**config.mk**
```make
export PLATFORM = sky130hd
export DESIGN_NAME = inst_fetcher
export DESIGN_NICKNAME = d
export VERILOG_FILES = /design/src/rtl/inst_fetcher.sv
export SDC_FILE = /design/constraint.sdc
export NUM_CORES = 1
export LEC_CHECK = 0
export ABC_AREA = 1
export BUFFER_PORTS_ARGS = -buffer_cell sky130_fd_sc_hd__buf_2
export CAP_MARGIN = 20
export CORE_MARGIN = 5
export CORE_UTILIZATION = 24
export CTS_BUF_LIST = sky130_fd_sc_hd__clkbuf_16
export CTS_CLUSTER_DIAMETER = 100
export CTS_CLUSTER_SIZE = 25
export DETAILED_ROUTE_END_ITERATION = 6
export REMOVE_ABC_BUFFERS = 1
export SLEW_MARGIN = 10
export SYNTH_ARGS = -nofsm -noshare
export SYNTH_HDL_FRONTEND = slang
export SYNTH_SLANG_ARGS = --single-unit
```
**constraint.sdc**
```tcl
create_clock -name clk_in -period 4.83 [get_ports clk_in]
set_input_delay 0 -clock clk_in [delete_from_list [all_inputs] [get_ports clk_in]]
set_output_delay 0 -clock clk_in [all_outputs]
set_load 0.005 [all_outputs]
```
**src/rtl/inst_fetcher.sv**
```systemverilog
`default_nettype none
// ============================================================================
// Module   : inst_fetcher
// Purpose  : Fetch-PC owner and Cache requester feeding a small in-order
//            instruction queue drained by the decoder (valid/ready).
// Options  : IFETCH_JAL_REDIRECT_EN - follow JAL targets when computing next PC
// Revision : 1.0 - initial release
// ============================================================================
module inst_fetcher #(
    parameter int unsigned IQ_DEPTH_LOG2 = 2,
    parameter logic [31:0] RESET_PC      = 32'h0
) (
    input  logic                     clk_in,
    input  logic                     rst_in,
    input  logic                     rdy_in,
    input  logic                     rob_clear_up,
    input  logic [31:0]              flush_pc,
    output logic                     start_fetch,
    output logic [31:0]              pc,
    input  logic                     fetch_ready,
    input  logic [31:0]              inst,
    input  logic [31:0]              inst_addr,
    output logic                     iq_valid,
    output logic [31:0]              iq_inst,
    output logic [31:0]              iq_pc,
    input  logic                     dec_ready,
    output logic [IQ_DEPTH_LOG2:0]   iq_count
);

    localparam int unsigned              c_iq_depth   = 1 << IQ_DEPTH_LOG2;
    localparam logic [IQ_DEPTH_LOG2:0]   c_count_full = (IQ_DEPTH_LOG2 + 1)'(c_iq_depth);
    localparam logic [IQ_DEPTH_LOG2:0]   c_count_one  = (IQ_DEPTH_LOG2 + 1)'(1);
    localparam logic [IQ_DEPTH_LOG2-1:0] c_ptr_one    = (IQ_DEPTH_LOG2)'(1);

    typedef enum logic [0:0] {
        ST_IDLE = 1'b0,
        ST_WAIT = 1'b1
    } state_t;

    state_t                   r_state;
    state_t                   w_state_next;
    logic [31:0]              r_pc;
    logic [31:0]              w_next_pc;
    logic [IQ_DEPTH_LOG2-1:0] r_head;
    logic [IQ_DEPTH_LOG2-1:0] r_tail;
    logic [IQ_DEPTH_LOG2:0]   r_count;
    logic [IQ_DEPTH_LOG2:0]   w_count_next;
    logic [31:0]              r_iq_inst [c_iq_depth];
    logic [31:0]              r_iq_pc   [c_iq_depth];
    logic                     w_valid;
    logic                     w_push;
    logic                     w_pop;

    assign w_valid = (r_count != '0);

    // A return only counts when it matches the outstanding request address.
    assign w_push = rdy_in & ~rob_clear_up & (r_state == ST_WAIT)
                  & fetch_ready & (inst_addr == r_pc);
    assign w_pop  = rdy_in & ~rob_clear_up & w_valid & dec_ready;

`ifdef IFETCH_JAL_REDIRECT_EN
    logic [31:0] w_jal_imm;
    assign w_jal_imm = {{11{inst[31]}}, inst[31], inst[19:12], inst[20], inst[30:21], 1'b0};
    assign w_next_pc = (inst[6:0] == 7'b1101111) ? (r_pc + w_jal_imm) : (r_pc + 32'd4);
`else
    assign w_next_pc = r_pc + 32'd4;
`endif

    always_comb begin
        w_count_next = r_count;
        if (w_push && !w_pop) begin
            w_count_next = r_count + c_count_one;
        end else if (w_pop && !w_push) begin
            w_count_next = r_count - c_count_one;
        end
    end

    always_comb begin
        w_state_next = r_state;
        start_fetch  = 1'b0;
        case (r_state)
            ST_IDLE: begin
                if (r_count < c_count_full) begin
                    w_state_next = ST_WAIT;
                end
            end
            ST_WAIT: begin
                start_fetch = 1'b1;
                if (w_push) begin
                    w_state_next = (w_count_next < c_count_full) ? ST_WAIT : ST_IDLE;
                end
            end
            default: w_state_next = ST_IDLE;
        endcase
        // Flush wins even while frozen; otherwise a low rdy_in holds the state.
        if (rob_clear_up) begin
            w_state_next = ST_IDLE;
        end else if (!rdy_in) begin
            w_state_next = r_state;
        end
    end

    always_ff @(posedge clk_in or negedge rst_in) begin
        if (!rst_in) begin
            r_state <= ST_IDLE;
        end else begin
            r_state <= w_state_next;
        end
    end

    always_ff @(posedge clk_in or negedge rst_in) begin
        if (!rst_in) begin
            r_pc    <= RESET_PC;
            r_head  <= '0;
            r_tail  <= '0;
            r_count <= '0;
        end else if (rob_clear_up) begin
            r_pc    <= flush_pc;
            r_head  <= '0;
            r_tail  <= '0;
            r_count <= '0;
        end else if (rdy_in) begin
            if (w_push) begin
                r_tail <= r_tail + c_ptr_one;
                r_pc   <= w_next_pc;
            end
            if (w_pop) begin
                r_head <= r_head + c_ptr_one;
            end
            r_count <= w_count_next;
        end
    end

    // Queue storage needs no reset: entries are only observed while counted.
    always_ff @(posedge clk_in) begin
        if (w_push) begin
            r_iq_inst[r_tail] <= inst;
            r_iq_pc[r_tail]   <= r_pc;
        end
    end

    assign pc       = r_pc;
    assign iq_valid = w_valid;
    assign iq_inst  = w_valid ? r_iq_inst[r_head] : '0;
    assign iq_pc    = w_valid ? r_iq_pc[r_head]   : '0;
    assign iq_count = r_count;

endmodule
`default_nettype wire
```
==> results.py <==
metrics = {
    "power_and_ir_drop": {
        "power_density_nw_per_um2": 294,
        "p_sw_share_pct": 24.0,
        "power_leakage_nw": 6.22,
        "pwr-share-clk_pct": 30.7,
        "pwr-share-seq_pct": 60.9,
        "comb_power_share_pct": 8.4,
        "p_sw_w": 0.00115,
        "internal_power_w": 0.00364,
        "peakVddDrop_mv": 0.186,
    },
    "logic_synthesis": {
        "synth_seq_cells": 296,
        "syn_area_sq_um": 13300,
        "synth_top_area_share_pct": 57.8,
        "synth.most_common_cell": "nor2_1",
        "yosys.area.top_type": "edfxtp_1",
        "synthTopCellsByCount": "nor2_1 (320), edfxtp_1 (256), o21ai_0 (155)",
        "syn_avg_cell_area_sq_um": 10.4,
        "synth_flop_cell": "edfxtp_1",
        "syn_inst": 1282,
        "synthDistinctLibCells": 43,
        "seq_area_frac_synth_pct": 65.3,
        "yosys-top-cells-area": "edfxtp_1 (58%), nor2_1 (9.0%), dfrtp_1 (7.5%), o21ai_0 (5.8%), nand2_1 (3.8%)",
        "synth_edf_count": 256,
        "async_flop_share_pct": 13.5,
        "yosys_warnings": 0,
    },
    "worst_setup_path": {
        "worst-endpoint-arrival_ns": 3.32,
        "timing.critical_path.buf_inv": 3,
        "cpMaxStageDelayCell": "dfrtp_4",
        "critical_path_required_ns": 4.83,
        "worstSetupStartpointType": "register",
        "rr_startpoint": "pc[28]$_DFFE_PN0P_",
        "cp_top_family": "buffers and inverters",
        "cp_max_fo": 89,
        "cp_cell_sequence": "inv_4, buf_4, o21ai_0, a21oi_1, buf_2",
        "cpPeakStageDelay_ns": 0.74,
        "crit_start": "r_head[0]$_DFFE_PN0P_",
        "crit_type": "reg -> out",
        "cp-end-kind": "primary output",
    },
    "placement": {
        "place_ws_ns": 1.60,
        "dpl.hpwl_um": 29900,
        "routabilityCongestion": 0.925,
        "post_dp_cell_area_sq_um": 15100,
        "port_buffers": 202,
    },
    "status": {
        "status": "complete, no violations",
    },
    "clocking": {
        "cts.sinks": 296,
        "cts_inserted_buffers": 16,
        "h-tree-depth": 1,
        "clk_pin_slew_worst_paths_ns": 0.09,
        "cts_buffer_depth": 3,
        "cts_tree": "yes",
        "clockRootBuffer": "clkbuf_16",
        "cts_setup_buffers": 0,
        "clock_latency_ns": 0.51,
        "cts_hold_buf": 66,
        "ctsResizeCount": 0,
    },
    "route": {
        "via_per_inst": 4.48,
        "remaining_drc_errors": 0,
        "wirelength_um": 43600,
        "wl_per_cell_um": 19.1,
        "drt_first_pass_iters": 5,
        "ant_nets": 0,
        "drtIter0Drc": 663,
        "vias": 10200,
    },
    "global_routing": {
        "grt_pass1_vias": 9837,
        "grtUsageMet2_pct": 23.3,
        "grt_max_degree": 90,
        "met1_usage_pct": 19.2,
        "antenna_found_initial": 0,
        "track_usage_pct": 13.9,
        "grt_busiest_layer": "met2",
        "overflow": 0,
        "grt_pass1_wl_um": 64000,
        "grt_use_met3_pct": 2.52,
    },
    "timing": {
        "maxSlewHeadroom_pct": 34.8,
        "setup_slack_ns": 1.51,
        "setup-tns-final_ns": 0,
        "post-route-period-util_pct": 68.7,
        "setup_viol_count_final": 0,
        "clock_skew_ns": 0.0164,
        "finalCriticalPeriod_ns": 3.32,
        "maxSlewViolCount": 0,
        "tightest_slew_ns": 0.978,
        "grt_setup_unrepaired": "no",
        "hold_violations": 0,
        "fmax_ghz": 0.301,
    },
    "floorplanning": {
        "coreArea_sq_um": 55000,
        "die-area_sq_um": 60300,
        "num_rows": 86,
        "die_h_um": 245,
        "start_util_pct": 24.2,
        "pin_count": 203,
        "die_w_um": 245,
    },
    "cells_and_area": {
        "fillers": 5713,
        "multi_input_area_sq_um": 4110,
        "final_area_sq_um": 16300,
        "ff_latch_area_sq_um": 8700,
        "antennaDiodeCount": 0,
        "final_util_pct": 29.6,
        "syn2layout_area_growth_pct": 22.4,
        "drive_above_1_share_pct": 18.7,
        "nets": 1629,
    },
    "run": {
        "drv_cap": 0,
    },
    "min_path": {
        "hp-class": "in -> reg",
        "min-delay-start": "dec_ready",
    },
}
state kept, by name, summed over array words and instances (netlist names):
| name | count |
|---|---|
| r_head | 2 |
| pc | 32 |
| iq_count | 3 |
| r_iq_pc | 128 |
| r_tail | 2 |
| r_iq_inst | 128 |
| r_state | 1 |
worst reg2reg max path, delay by kind of cell, from the launching register on:
kind | cells | cell delay, ns
AND/OR/NAND/NOR | 4 | 1.05
buffers and inverters | 2 | 0.84
flip-flops | 1 | 0.70
XOR/XNOR | 1 | 0.26
cell families after synthesis:
| logic type | share of synthesized area [%] |
|---|---|
| adder cells (fa/ha/maj) | 0.752 |
| AO/OA/AOI/OAI | 9.86 |
| flip-flops | 65.3 |
| buffers and inverters | 4.07 |
| AND/OR/NAND/NOR | 17.8 |
| XOR/XNOR | 2.23 |
cell type report:
class                           instances  area share, %
Sequential cell                       296           53.4
Tap cell                              748           5.75
Multi-Input combinational cell        848           25.2
Inverter                               76           1.77
Timing Repair Buffer                  281           10.9
Clock buffer                           17           2.61
Clock inverter                         10          0.353
cells in the final DEF, fill, tap and decap left out, drive strengths merged:
master and n:
o221ai 5, xor2 22, o22ai 3, or2 3, nand3b 1, a31o 1, dlygate4sd3 66, o21a 1
and3 1, clkbuf 17, o21ai 158, dfrtp 40, nor3b 3, a21oi 69, nor2 328, nor3 19
a21o 2, nand2 143, buf 215, nand3 32, o211ai 5, nor4 7, xnor2 11, o31ai 1
nand4 19, ha 8, a31oi 6, inv 86, edfxtp 256
metal layers:
metal / vias up / part of all wire (%)
li1: 4872 / -
met1: 5012 / 45
met2: 276 / 47
met3: 26 / 5.6
met4: 0 / 1.7
met5: - / 0
power groups by stage:
stage,Combinational [W],Sequential (W),Clock [W]
3_3_place_gp,0.000359,0.00297,0
6_report,0.000400,0.00291,0.00147
3_5_place_dp,0.000357,0.00297,0
5_1_grt,0.000441,0.00292,0.00161
2_1_floorplan,0.000169,0.00294,0
4_1_cts,0.000403,0.00291,0.00152
worst paths after layout:
kind / slack, ns / cells after the start / to
max in group asynchronous: 4.28 / 3 / r_head[1]$_DFFE_PN0P_
worst min-delay path: 0.03 / 4 / r_head[0]$_DFFE_PN0P_
worst min register to register: 0.62 / 2 / iq_count[0]$_DFFE_PN0P_
min in group asynchronous: 0.11 / 3 / pc[31]$_DFFE_PN0P_
worst max register to register: 1.52 / 7 / r_iq_inst[3][19]$_DFFE_PP_
worst max-delay path: 1.51 / 5 / iq_pc[15]
per-stage QoR:
step,hold WS [ns],total power [W],instances
final,0.0281,0.00478,2276
after global routing,0.0685,0.00497,2276
after CTS,0.00918,0.00484,2276
after detailed placement,0.132,0.00333,2183
after global placement,0.123,0.00333,2183
after floorplan,-0.296,0.00311,1220
No activity file was read; power rests on OpenSTA's default activity.
